--- src/rtl/fpga_spi_target.sv ---
// SPI mode-0 responder: oversamples the CPLD-gated SPI link, turns frames into
// single-cycle register read/write strobes and owns the sticky interrupt flags.
module fpga_spi_target #(
    parameter int unsigned SYNC_STAGES = 2,
    parameter logic [6:0]  INT_ADDR    = 7'h7F
) (
    input  logic       CLK,
    input  logic       RST,
    input  logic       SPI_CLK_IN,
    input  logic       SPI_MOSI_IN,
    input  logic       SPI_NSS_IN,
    output logic       SPI_MISO_OUT,
    output logic       SPI_MISO_OE,
    output logic       SPI_INT_OUT,
    output logic [6:0] REG_ADDR,
    output logic       REG_WR,
    output logic [7:0] REG_WDATA,
    output logic       REG_RD,
    input  logic [7:0] REG_RDATA,
    input  logic [7:0] IRQ_IN,
    output logic       FRAME_ERR
);

    localparam logic [1:0] ST_IDLE = 2'd0;
    localparam logic [1:0] ST_CMD  = 2'd1;
    localparam logic [1:0] ST_DATA = 2'd2;

    logic [SYNC_STAGES-1:0] sclk_sync_q, mosi_sync_q, nss_sync_q;
    logic sclk_prev_q, nss_prev_q;
    logic sclk_s, mosi_s, nss_s;
    logic sclk_rise, sclk_fall, nss_rise, nss_fall;

    logic [1:0] state_q, state_d;
    logic [2:0] bit_cnt_q, bit_cnt_d;
    logic [7:0] rx_q, rx_d;
    logic       rw_q, rw_d;
    logic [6:0] addr_q, addr_d;
    logic [7:0] tx_q, tx_d;
    logic       skip_q, skip_d;
    logic       wr_q, wr_d;
    logic [7:0] wdata_q, wdata_d;
    logic       rd_q, rd_d;
    logic       rd_slot_q, rd_slot_d;
    logic       ld_q, ld_d;
    logic       ld_int_q, ld_int_d;
    logic [7:0] pend_q, pend_d;
    logic       int_q, int_d;
    logic       ferr_q, ferr_d;

    logic [7:0] rx_byte;
    logic [6:0] rd_addr;
    logic [7:0] clr;

    // NSS chain resets low so a select already held low after reset is not seen as a new frame
    always_ff @(posedge CLK or posedge RST) begin
        if (RST) begin
            sclk_sync_q <= '0;
            mosi_sync_q <= '0;
            nss_sync_q  <= '0;
            sclk_prev_q <= 1'b0;
            nss_prev_q  <= 1'b0;
        end else begin
            sclk_sync_q <= {sclk_sync_q[SYNC_STAGES-2:0], SPI_CLK_IN};
            mosi_sync_q <= {mosi_sync_q[SYNC_STAGES-2:0], SPI_MOSI_IN};
            nss_sync_q  <= {nss_sync_q[SYNC_STAGES-2:0], SPI_NSS_IN};
            sclk_prev_q <= sclk_sync_q[SYNC_STAGES-1];
            nss_prev_q  <= nss_sync_q[SYNC_STAGES-1];
        end
    end

    assign sclk_s    = sclk_sync_q[SYNC_STAGES-1];
    assign mosi_s    = mosi_sync_q[SYNC_STAGES-1];
    assign nss_s     = nss_sync_q[SYNC_STAGES-1];
    assign sclk_rise = sclk_s & ~sclk_prev_q;
    assign sclk_fall = ~sclk_s & sclk_prev_q;
    assign nss_rise  = nss_s & ~nss_prev_q;
    assign nss_fall  = ~nss_s & nss_prev_q;

    assign rx_byte = {rx_q[6:0], mosi_s};
    assign rd_addr = (state_q == ST_CMD) ? rx_byte[6:0] : addr_q;

    always_comb begin
        state_d   = state_q;
        bit_cnt_d = bit_cnt_q;
        rx_d      = rx_q;
        rw_d      = rw_q;
        addr_d    = addr_q;
        tx_d      = tx_q;
        skip_d    = skip_q;
        wr_d      = 1'b0;
        wdata_d   = wdata_q;
        rd_d      = 1'b0;
        rd_slot_d = 1'b0;
        ld_d      = 1'b0;
        ld_int_d  = 1'b0;
        ferr_d    = 1'b0;
        clr       = '0;

        if (wr_q || rd_slot_q) begin
            addr_d = addr_q + 7'd1;
        end
        // A read slot without REG_RD is the internal interrupt register
        if (rd_slot_q) begin
            ld_d     = 1'b1;
            ld_int_d = ~rd_q;
        end

        if (ld_q) begin
            tx_d   = ld_int_q ? pend_q : REG_RDATA;
            clr    = ld_int_q ? pend_q : '0;
            skip_d = 1'b1;
        end else if (sclk_fall && state_q == ST_DATA) begin
            if (skip_q) begin
                skip_d = 1'b0;
            end else begin
                tx_d = {tx_q[6:0], 1'b0};
            end
        end

        case (state_q)
            ST_IDLE: begin
                if (nss_fall) begin
                    state_d   = ST_CMD;
                    bit_cnt_d = '0;
                    rx_d      = '0;
                    tx_d      = '0;
                    skip_d    = 1'b0;
                end
            end
            ST_CMD, ST_DATA: begin
                if (sclk_rise) begin
                    rx_d      = rx_byte;
                    bit_cnt_d = bit_cnt_q + 3'd1;
                    if (bit_cnt_q == 3'd7) begin
                        if (state_q == ST_CMD) begin
                            state_d   = ST_DATA;
                            rw_d      = rx_byte[7];
                            addr_d    = rx_byte[6:0];
                            rd_slot_d = rx_byte[7];
                            rd_d      = rx_byte[7] && (rd_addr != INT_ADDR);
                        end else if (rw_q) begin
                            rd_slot_d = 1'b1;
                            rd_d      = (rd_addr != INT_ADDR);
                        end else begin
                            wr_d    = 1'b1;
                            wdata_d = rx_byte;
                        end
                    end
                end
            end
            default: state_d = ST_IDLE;
        endcase

        if (nss_rise) begin
            state_d   = ST_IDLE;
            bit_cnt_d = '0;
            ferr_d    = (bit_cnt_q != 3'd0);
            wr_d      = 1'b0;
            rd_d      = 1'b0;
            rd_slot_d = 1'b0;
        end

        pend_d = (pend_q & ~clr) | IRQ_IN;
        int_d  = |pend_d;
    end

    always_ff @(posedge CLK or posedge RST) begin
        if (RST) begin
            state_q   <= ST_IDLE;
            bit_cnt_q <= '0;
            rx_q      <= '0;
            rw_q      <= 1'b0;
            addr_q    <= '0;
            tx_q      <= '0;
            skip_q    <= 1'b0;
            wr_q      <= 1'b0;
            wdata_q   <= '0;
            rd_q      <= 1'b0;
            rd_slot_q <= 1'b0;
            ld_q      <= 1'b0;
            ld_int_q  <= 1'b0;
            pend_q    <= '0;
            int_q     <= 1'b0;
            ferr_q    <= 1'b0;
        end else begin
            state_q   <= state_d;
            bit_cnt_q <= bit_cnt_d;
            rx_q      <= rx_d;
            rw_q      <= rw_d;
            addr_q    <= addr_d;
            tx_q      <= tx_d;
            skip_q    <= skip_d;
            wr_q      <= wr_d;
            wdata_q   <= wdata_d;
            rd_q      <= rd_d;
            rd_slot_q <= rd_slot_d;
            ld_q      <= ld_d;
            ld_int_q  <= ld_int_d;
            pend_q    <= pend_d;
            int_q     <= int_d;
            ferr_q    <= ferr_d;
        end
    end

    assign SPI_MISO_OE  = (state_q != ST_IDLE);
    assign SPI_MISO_OUT = (state_q == ST_DATA) & tx_q[7];
    assign SPI_INT_OUT  = int_q;
    assign REG_ADDR     = addr_q;
    assign REG_WR       = wr_q;
    assign REG_WDATA    = wdata_q;
    assign REG_RD       = rd_q;
    assign FRAME_ERR    = ferr_q;

endmodule

--- config.mk ---
export PLATFORM = sky130hd
export DESIGN_NAME = fpga_spi_target
export DESIGN_NICKNAME = d
export VERILOG_FILES = /design/src/rtl/fpga_spi_target.sv
export SDC_FILE = /design/constraint.sdc
export NUM_CORES = 1
export LEC_CHECK = 0
export ABC_AREA = 1
export BUFFER_PORTS_ARGS = -buffer_cell sky130_fd_sc_hd__buf_4
export CAP_MARGIN = 0
export CELL_PAD_IN_SITES_DETAIL_PLACEMENT = 1
export CELL_PAD_IN_SITES_GLOBAL_PLACEMENT = 1
export CORE_MARGIN = 2
export CORE_UTILIZATION = 39
export DETAILED_ROUTE_END_ITERATION = 8
export PLACE_DENSITY_LB_ADDON = 0.1
export REMOVE_ABC_BUFFERS = 1
export SETUP_SLACK_MARGIN = 0.05
export SYNTH_ARGS = -nofsm -noshare
export SYNTH_HDL_FRONTEND = slang
export SYNTH_SLANG_ARGS = --single-unit
--- constraint.sdc ---
create_clock -name CLK -period 1.9 [get_ports CLK]
set_input_delay 0.38 -clock CLK [delete_from_list [all_inputs] [get_ports CLK]]
set_output_delay 0.38 -clock CLK [all_outputs]
set_load 0.005 [all_outputs]
# --- After elaboration in Yosys (flattened, before gate mapping) ---
# Index checks and enable logic that the tools add are counted.
# W data, S select, Z words.
op_classes:
  muxes: 52
  n_eq_ne: 10
  addsub: 2
  n_reduce_logical: 15
  bitwise_logic: 15
ops:
  columns: ["op", "count"]
  rows:
  - ["$mux W8", 8]
  - ["$mux W7", 8]
  - ["$mux W1", 25]
  - ["$pmux W7 S2", 1]
  - ["$ne A3 B3 Y1 const B", 4]
  - ["$mux W2", 5]
  - ["$mux W3", 3]
  - ["$and A8 B8 Y8", 1]
  - ["$not A8 Y8", 1]
  - ["$or A8 B8 Y8", 1]
  - ["$reduce_and A4 Y1", 2]
  - ["$reduce_or A8 Y1", 1]
  - ["$add A7 B1 Y7 const B", 1]
  - ["$ne A7 B7 Y1 const B", 1]
  - ["$not A1 Y1", 7]
  - ["$pmux W3 S2", 1]
  - ["$reduce_and A3 Y1", 2]
  - ["$reduce_bool A3 Y1", 2]
  - ["$and A1 B1 Y1", 5]
  - ["$reduce_and A5 Y1", 1]
  - ["$ne A2 B2 Y1 const B", 2]
  - ["$pmux W2 S2", 1]
  - ["$reduce_bool A2 Y1", 2]
  - ["$add A3 B1 Y3 const B", 1]
  - ["7 further kinds", 8]
totals:
  wordCells: 115
  ff_bits: 60
  out_inout_bits: 21

# --- Logic depth before layout (Yosys ltp) ---
# Gate-level depths: netlist (run 1).
depth:
  ltp_word: 9
  depth_mapped: 11

# --- Worst setup path before layout (run 1) ---
# Ideal clock, no wire load.
synth_path:
  path_kind: "flip-flop to flip-flop"
  start: "register state_q[0]"
  end: "register rx_q[6]"
  setup_time_ns: 0.121
  arrival_ns: 1.396
  setup_slack_ns: 0.383
  stages_incl_launch_ff: 10
  path_cell_list: "dfrtp_1 inv_1 ha_1 buf_6 nor2_2 nor2_1 and2_4 buf_12 nand3_2 o21ai_2"
synth_via:
  elab_chain_cells: 4
  word_cells_on_any_way: 9
synth_lines:
  columns: ["item", "line_no", "source"]
  rows:
  - ["start: declaration", "33", "logic [1:0] state_q, state_d;"]
  - ["start signal: assignment", "186", "state_q <= state_d;"]
  - ["$eq A2 B1 Y1 or $eq A2 B2 Y1 (tied branches)", "120", "case (state_q)"]
  - ["$reduce_or A2 Y1", "120", null]
  - ["$ne A2 B2 Y1 (no line) or $reduce_bool A2 Y1 (tied branches)", null, null]
  - ["$reduce_and A3 Y1 (no line)", null, null]
  - ["end signal: assignment", "188", "rx_q <= rx_d;"]
  - ["end: declaration", "35", "logic [7:0] rx_q, rx_d;"]
# Several ways; a longest one is shown, not always the timed one.
# A chain may end at the register's enable or synchronous reset.

# --- Worst setup path after layout (run 1) ---
layout_path:
  start: "register state_q[1]"
  end: "output SPI_MISO_OE"
layout_via:
  elab_chain_cells: 1
layout_lines:
  columns: ["item", "line_no", "source"]
  rows:
  - ["$reduce_bool A2 Y1", "205", "assign SPI_MISO_OE = (state_q != ST_IDLE);"]
  - ["end: declaration", "13", "output logic SPI_MISO_OE,"]
# Every way passes these cells.

==> results.yml, run 1 <==
clocking:
  cts_resized: 0
  cts_setup_buffers: 0
  cts.path.max_buffers: 2
  cts.sinks: 60
  cts-htree-levels: 3
  cts_made_buffers: 9
  hold_buffers: 0
  path_clk_slew_ns: 0.06
  cts-root-buf: "clkbuf_8"
  clk_latency_ns: 0.33
  cts_tree: "done"
min_path:
  hold_class: "primary input to asynchronous set/reset pin"
routing:
  drc: 0
  drtIter0Drc: 63
  ant_nets: 0
  vias: 2245
  first_pass_iters: 4
  wl_per_cell_um: 14.1
  vias_per_cell: 4.80
  postRouteWirelength_um: 6610
finish:
  layout-drive-gt1-share: 0.257
  final_cells: 468
  multiInputGateArea_mm2: 0.00111
  antenna_cells: 0
  fin_area_mm2: 0.00348
  fillers: 871
  layout.nets: 397
  fin_util: 0.485
  area_delta_synth_final_pct: 21.7
  seqCellArea_mm2: 0.00150
power_and_ir_drop:
  power.share.combinational: 0.294
  power.leakage_nw: 1.74
  worst_ir_drop_vdd_mv: 0.499
  power.total_mw: 3.58
  pwr-share-clk: 0.287
  internal-power_mw: 2.33
  net-switching-power_mw: 1.25
  p_per_area_mw_per_mm2: 1030
  power_frac_seq: 0.419
  swShare: 0.350
timing:
  period_share: 0.896
  maxSlewViolCount: 0
  fin_ws_ns: 0.197
  whs_ns: 0.0440
  fin_skew_ns: 0.00417
  relSlewSlack: 0.707
  setup_viol: 0
  worst_pin_slew_ns: 0.438
  fmax_mhz: 587
  rsz0062_at_grt: "false"
  fin_tns_setup_ns: 0
  finalHoldViolCount: 0
  fin_crit_ns: 1.70
critical_path:
  critPathLaunchType: "flip-flop"
  cp-endpoint: "SPI_MISO_OE"
  r2r_cells: 7
  cp.required_ns: 1.52
  rr_startpoint: "state_q[0]$_DFFE_PP0P_"
  r2r_end: "REG_WDATA[0]$_DFFE_PP0P_"
  path_max_fanout: 5
  rrSetupSlack_ns: 0.23
  crit_arrival_ns: 1.32
  crit_type: "flip-flop to output port"
  end_kind: "output port"
  startpoint: "state_q[1]$_DFFE_PP0P_"
synth:
  yosys.area_share.simple: 0.200
  ys.flop_type: "dfrtp_1"
  synthArstFlopShare: 1.00
  synth_top_family_by_area: "simple AND/OR/NAND/NOR gates"
  synth_compound_area_frac: 0.139
  yosysTopAreaCell: "dfrtp_1"
  yosys.area.top_type_share: 0.525
  synthAdderAreaFrac: 0.0437
  ys_seq_area_frac: 0.525
  syn_area_mm2: 0.00286
  synth_edf_count: 0
  synth_common_cells: "75 x nand2_1, 60 x dfrtp_1, 48 x inv_1"
  synthXorXnorAreaFrac: 0.00612
  synth_mux_area_frac: 0
  netlist_instances: 311
  syn_area_per_cell_um2: 9.20
  ys_ff_latch: 60
  ys_warn_count: 0
  synth_most_common_cell: "nand2_1"
  synthTopCellsByArea: "dfrtp_1 52%, nand2_1 9.8%, inv_1 6.3%"
  synth_cell_types: 33
placement:
  pre_cts_slack_ns: 0.210
  dp_hpwl_um: 4970
  io_buffers: 41
  post_dp_cell_area_mm2: 0.00328
  gp_congestion: 0.812
  place_inst: 451
die:
  io_pins: 42
  start_util: 0.399
  num_rows: 31
  die_h_um: 89.6
  die-area_mm2: 0.00804
  dieWidth_um: 89.6
  coreArea_mm2: 0.00718
run:
  maxCapViolations: 0
global_route:
  grt_max_degree: 26
  track_usage: 0.182
  grt_pass1_vias: 2378
  grt_overflow: 0
  antenna_found_initial: 0
  grt_pass1_wl_um: 11000
status:
  status: "finished clean"
-- power by group through the flow --
stage               clock network, mW  registers, mW  logic (mW)
floorplan                           0           1.49       0.780
global placement                    0           1.52        1.03
detailed placement                  0           1.52        1.06
CTS                              1.07           1.50        1.07
global route                     1.12           1.52        1.20
finish                           1.03           1.50        1.05
-- cell usage in the layout (no fill, tap or decap) --
cell	instances
nand2_2	2
nand4_1	1
nor2_2	3
nand3_1	14
a21oi_1	15
nor2_4	2
a21oi_2	1
o21bai_1	4
o2111a_1	1
nor2_1	14
o31ai_1	1
and2_4	1
inv_1	47
nor3_1	5
clkbuf_8	12
buf_4	48
nand2_1	75
ha_1	10
a22oi_1	2
nand2_4	4
o211ai_1	2
a21o_1	1
nand3_2	3
inv_2	3
xor2_1	1
o21ai_1	6
xnor2_1	1
a31oi_1	9
o21ai_2	13
buf_12	1
clkinv_2	2
dfrtp_1	60
o21ai_0	4
o22ai_1	1
-- per-layer routing --
| layer | up-vias | global-route usage | wire [µm] |
|---|---|---|---|
| li1 | 1107 | - | - |
| met5 | - | 0 | 0 |
| met3 | 9 | 0.0594 | 231 |
| met2 | 32 | 0.311 | 3450 |
| met1 | 1097 | 0.217 | 2830 |
| met4 | 0 | 0.0570 | 100 |
-- registers in the layout, summed over array words and instances, names as in the netlist, 2 cells and up --
name         cells
pend_q           8
bit_cnt_q        3
tx_q             8
REG_WDATA        8
rx_q             7
REG_ADDR         7
nss_sync_q       2
mosi_sync_q      2
state_q          2
sclk_sync_q      2
-- worst max-delay path, cell delays in order, from the launching register on --
cell and delay (ns):
dfrtp_1 0.41, inv_1 0.11, ha_1 0.25, inv_1 0.09
buf_4 0.14
-- worst min path at each step --
| stage | startpoint | endpoint | depth (start not counted) |
|---|---|---|---|
| floorplan | mosi_sync_q[0]$_DFF_PP0_ | mosi_sync_q[1]$_DFF_PP0_ | 0 |
| global placement | nss_sync_q[0]$_DFF_PP0_ | nss_sync_q[1]$_DFF_PP0_ | 0 |
| detailed placement | nss_sync_q[0]$_DFF_PP0_ | nss_sync_q[1]$_DFF_PP0_ | 0 |
| CTS | RST | REG_ADDR[0]$_DFF_PP0_ | 2 |
| global route | RST | bit_cnt_q[0]$_DFFE_PP0P_ | 2 |
| finish | RST | state_q[1]$_DFFE_PP0P_ | 2 |
-- area by class of cell --
type	instances	area share
Clock buffer	12	0.0474
Tap cell	99	0.0356
Clock inverter	2	0.00288
Inverter	50	0.0539
Multi-Input combinational cell	196	0.320
Timing Repair Buffer	49	0.109
Sequential cell	60	0.431
-- kinds of logic after synthesis --
logic type                 after synthesis
and+or+nand+nor                        124
AOI/OAI and AO/OA                       60
adders and majority gates               10
buffers and inverters                   55
xor gates and xnor gates                 2
DFF                                     60
Note: power is estimated with default switching activity, not from simulation.
==> inputs of run 2 (changes only) <==
==> constraint.sdc (replaced) <==
create_clock -name CLK -period 1.55 [get_ports CLK]
set_input_delay 0.31 -clock CLK [delete_from_list [all_inputs] [get_ports CLK]]
set_output_delay 0.31 -clock CLK [all_outputs]
set_load 0.005 [all_outputs]
==> run 2 against run 1 <==
Effect of this change: clock skew grew 0.0062 ns; clock power grew 42%; final cell count grew 3.2%; clock-buffer cell count grew 2; non-clock buffer count grew 11; combinational power grew 78%; global-route usage grew 0.87 points; critical path type unchanged; highest routed layer unchanged.
==> results.yml, run 2 (synthesis gave the netlist of run 1 again) <==
routing:
  wl_per_cell_um: 14.9
  ant_nets: 0
  postRouteWirelength_um: 7220
  drtIter0Drc: 58
  vias_per_cell: 4.88
  first_pass_iters: 4
  vias: 2357
  drc: 0
global_route:
  grt_pass1_wl_um: 11100
  antenna_found_initial: 0
  track_usage: 0.191
  grt_overflow: 0
  grt_max_degree: 61
  grt_pass1_vias: 2392
die:
  die-area_mm2: 0.00804
  coreArea_mm2: 0.00718
  dieWidth_um: 89.6
  io_pins: 42
  start_util: 0.399
  die_h_um: 89.6
  num_rows: 31
timing:
  whs_ns: 0.0169
  fin_crit_ns: 1.54
  fin_ws_ns: 0.00639
  maxSlewViolCount: 0
  fin_tns_setup_ns: 0
  relSlewSlack: 0.771
  fin_skew_ns: 0.0104
  fmax_mhz: 648
  setup_viol: 0
  worst_pin_slew_ns: 0.343
  rsz0062_at_grt: "true"
  period_share: 0.996
  finalHoldViolCount: 0
finish:
  antenna_cells: 0
  area_delta_synth_final_pct: 32.9
  most-common-layout-cells: "60 x dfrtp_1, 60 x nand2_1, 52 x buf_4, 42 x inv_1, 16 x nand2_2"
  layout.nets: 411
  fin_util: 0.530
  fillers: 848
  layout-drive-gt1-share: 0.372
power_and_ir_drop:
  net-switching-power_mw: 1.80
  power.share.combinational: 0.362
  power.total_mw: 5.17
  power.leakage_nw: 1.83
  internal-power_mw: 3.37
  pwr-share-clk: 0.283
  swShare: 0.348
  worst_ir_drop_vdd_mv: 0.672
  power_frac_seq: 0.355
  p_per_area_mw_per_mm2: 1360
critical_path:
  critPathLaunchType: "flip-flop"
  crit_arrival_ns: 1.23
  startpoint: "state_q[1]$_DFFE_PP0P_"
  cp.required_ns: 1.24
  path_max_fanout: 3
  end_kind: "output port"
  rr_startpoint: "state_q[1]$_DFFE_PP0P_"
  crit_type: "flip-flop to output port"
placement:
  gp_congestion: 0.787
  pre_cts_slack_ns: -0.0512
  io_buffers: 41
  dp_hpwl_um: 4960
clocking:
  cts.sinks: 60
  cts-root-buf: "clkbuf_8"
  cts_tree: "done"
  cts_made_buffers: 9
  path_clk_slew_ns: 0.06
  cts-htree-levels: 3
  hold_buffers: 0
  clk_latency_ns: 0.35
  cts.path.max_buffers: 2
status:
  status: "finished clean"
min_path:
  hold_class: "primary input to asynchronous set/reset pin"
run:
  maxCapViolations: 0
run 2: cell count changes in the layout (fill, tap and decap cells not counted), moves of 4 or more:
cell     delta
nor2_1      -6
ha_1        -5
buf_4       +4
buf_6       +7
nand2_1    -15
nor2_2      +4
inv_1       -5
nand2_2    +14
run 2: metal layers:
metal	vias to the layer above	global-route usage	wire length, µm
met4	0	0.0950	178
li1	1139	-	-
met5	-	0	0
met3	16	0.0539	248
met2	36	0.332	3830
met1	1166	0.213	2960
run 2: power by group through the flow:
| stage | clock network, mW | registers [mW] | logic (mW) |
|---|---|---|---|
| 3_3_place_gp | 0 | 1.84 | 1.38 |
| 6_report | 1.46 | 1.83 | 1.87 |
| 2_1_floorplan | 0 | 1.82 | 0.956 |
| 5_1_grt | 1.56 | 1.85 | 2.08 |
| 4_1_cts | 1.50 | 1.83 | 1.55 |
| 3_5_place_dp | 0 | 1.85 | 1.42 |
run 2: layout make-up:
type | instances | area, µm² | share of cell area
Clock buffer | 14 | 173 | 0.0454
Multi-Input combinational cell | 199 | 1290 | 0.339
Sequential cell | 60 | 1500 | 0.395
Timing Repair Buffer | 60 | 489 | 0.129
Tap cell | 99 | 124 | 0.0326
Inverter | 50 | 193 | 0.0507
Clock inverter | 1 | 30.0 | 0.00790
run 2: critical path, stage by stage, from the launching register on:
cell,delay (ns)
dfrtp_1,0.40
buf_6,0.14
ha_4,0.16
nand2_2,0.06
inv_2,0.03
buf_6,0.10
run 2: stage by stage:
stage | instance area (µm²) | cells
after floorplan | 2800 | 306
after global placement | 3330 | 457
after detailed placement | 3330 | 457
after CTS | 3630 | 476
after global routing | 3800 | 483
final | 3800 | 483
run 2: path summary, 6_finish.rpt:
kind | endpoint | slack, ns | cells after the start
hold / removal | bit_cnt_q[1]$_DFFE_PP0P_ | 0.02 | 3
min in group CLK | mosi_sync_q[0]$_DFF_PP0_ | 0.06 | 1
max in group asynchronous | bit_cnt_q[0]$_DFFE_PP0P_ | 1.24 | 3
setup / recovery | SPI_MISO_OUT | 0.006 | 5
setup reg to reg | REG_WDATA[2]$_DFFE_PP0P_ | 0.03 | 8
hold reg to reg | nss_sync_q[1]$_DFF_PP0_ | 0.35 | 0
run 2: timing repair:
| action | 4_1_cts | 5_1_grt |
|---|---|---|
| resized for setup | 15 | 39 |
| buffers inserted | 3 | 5 |
| setup endpoints to repair | 27 | 35 |
| pin swaps | 2 | 10 |
| gates cloned | 1 | 2 |
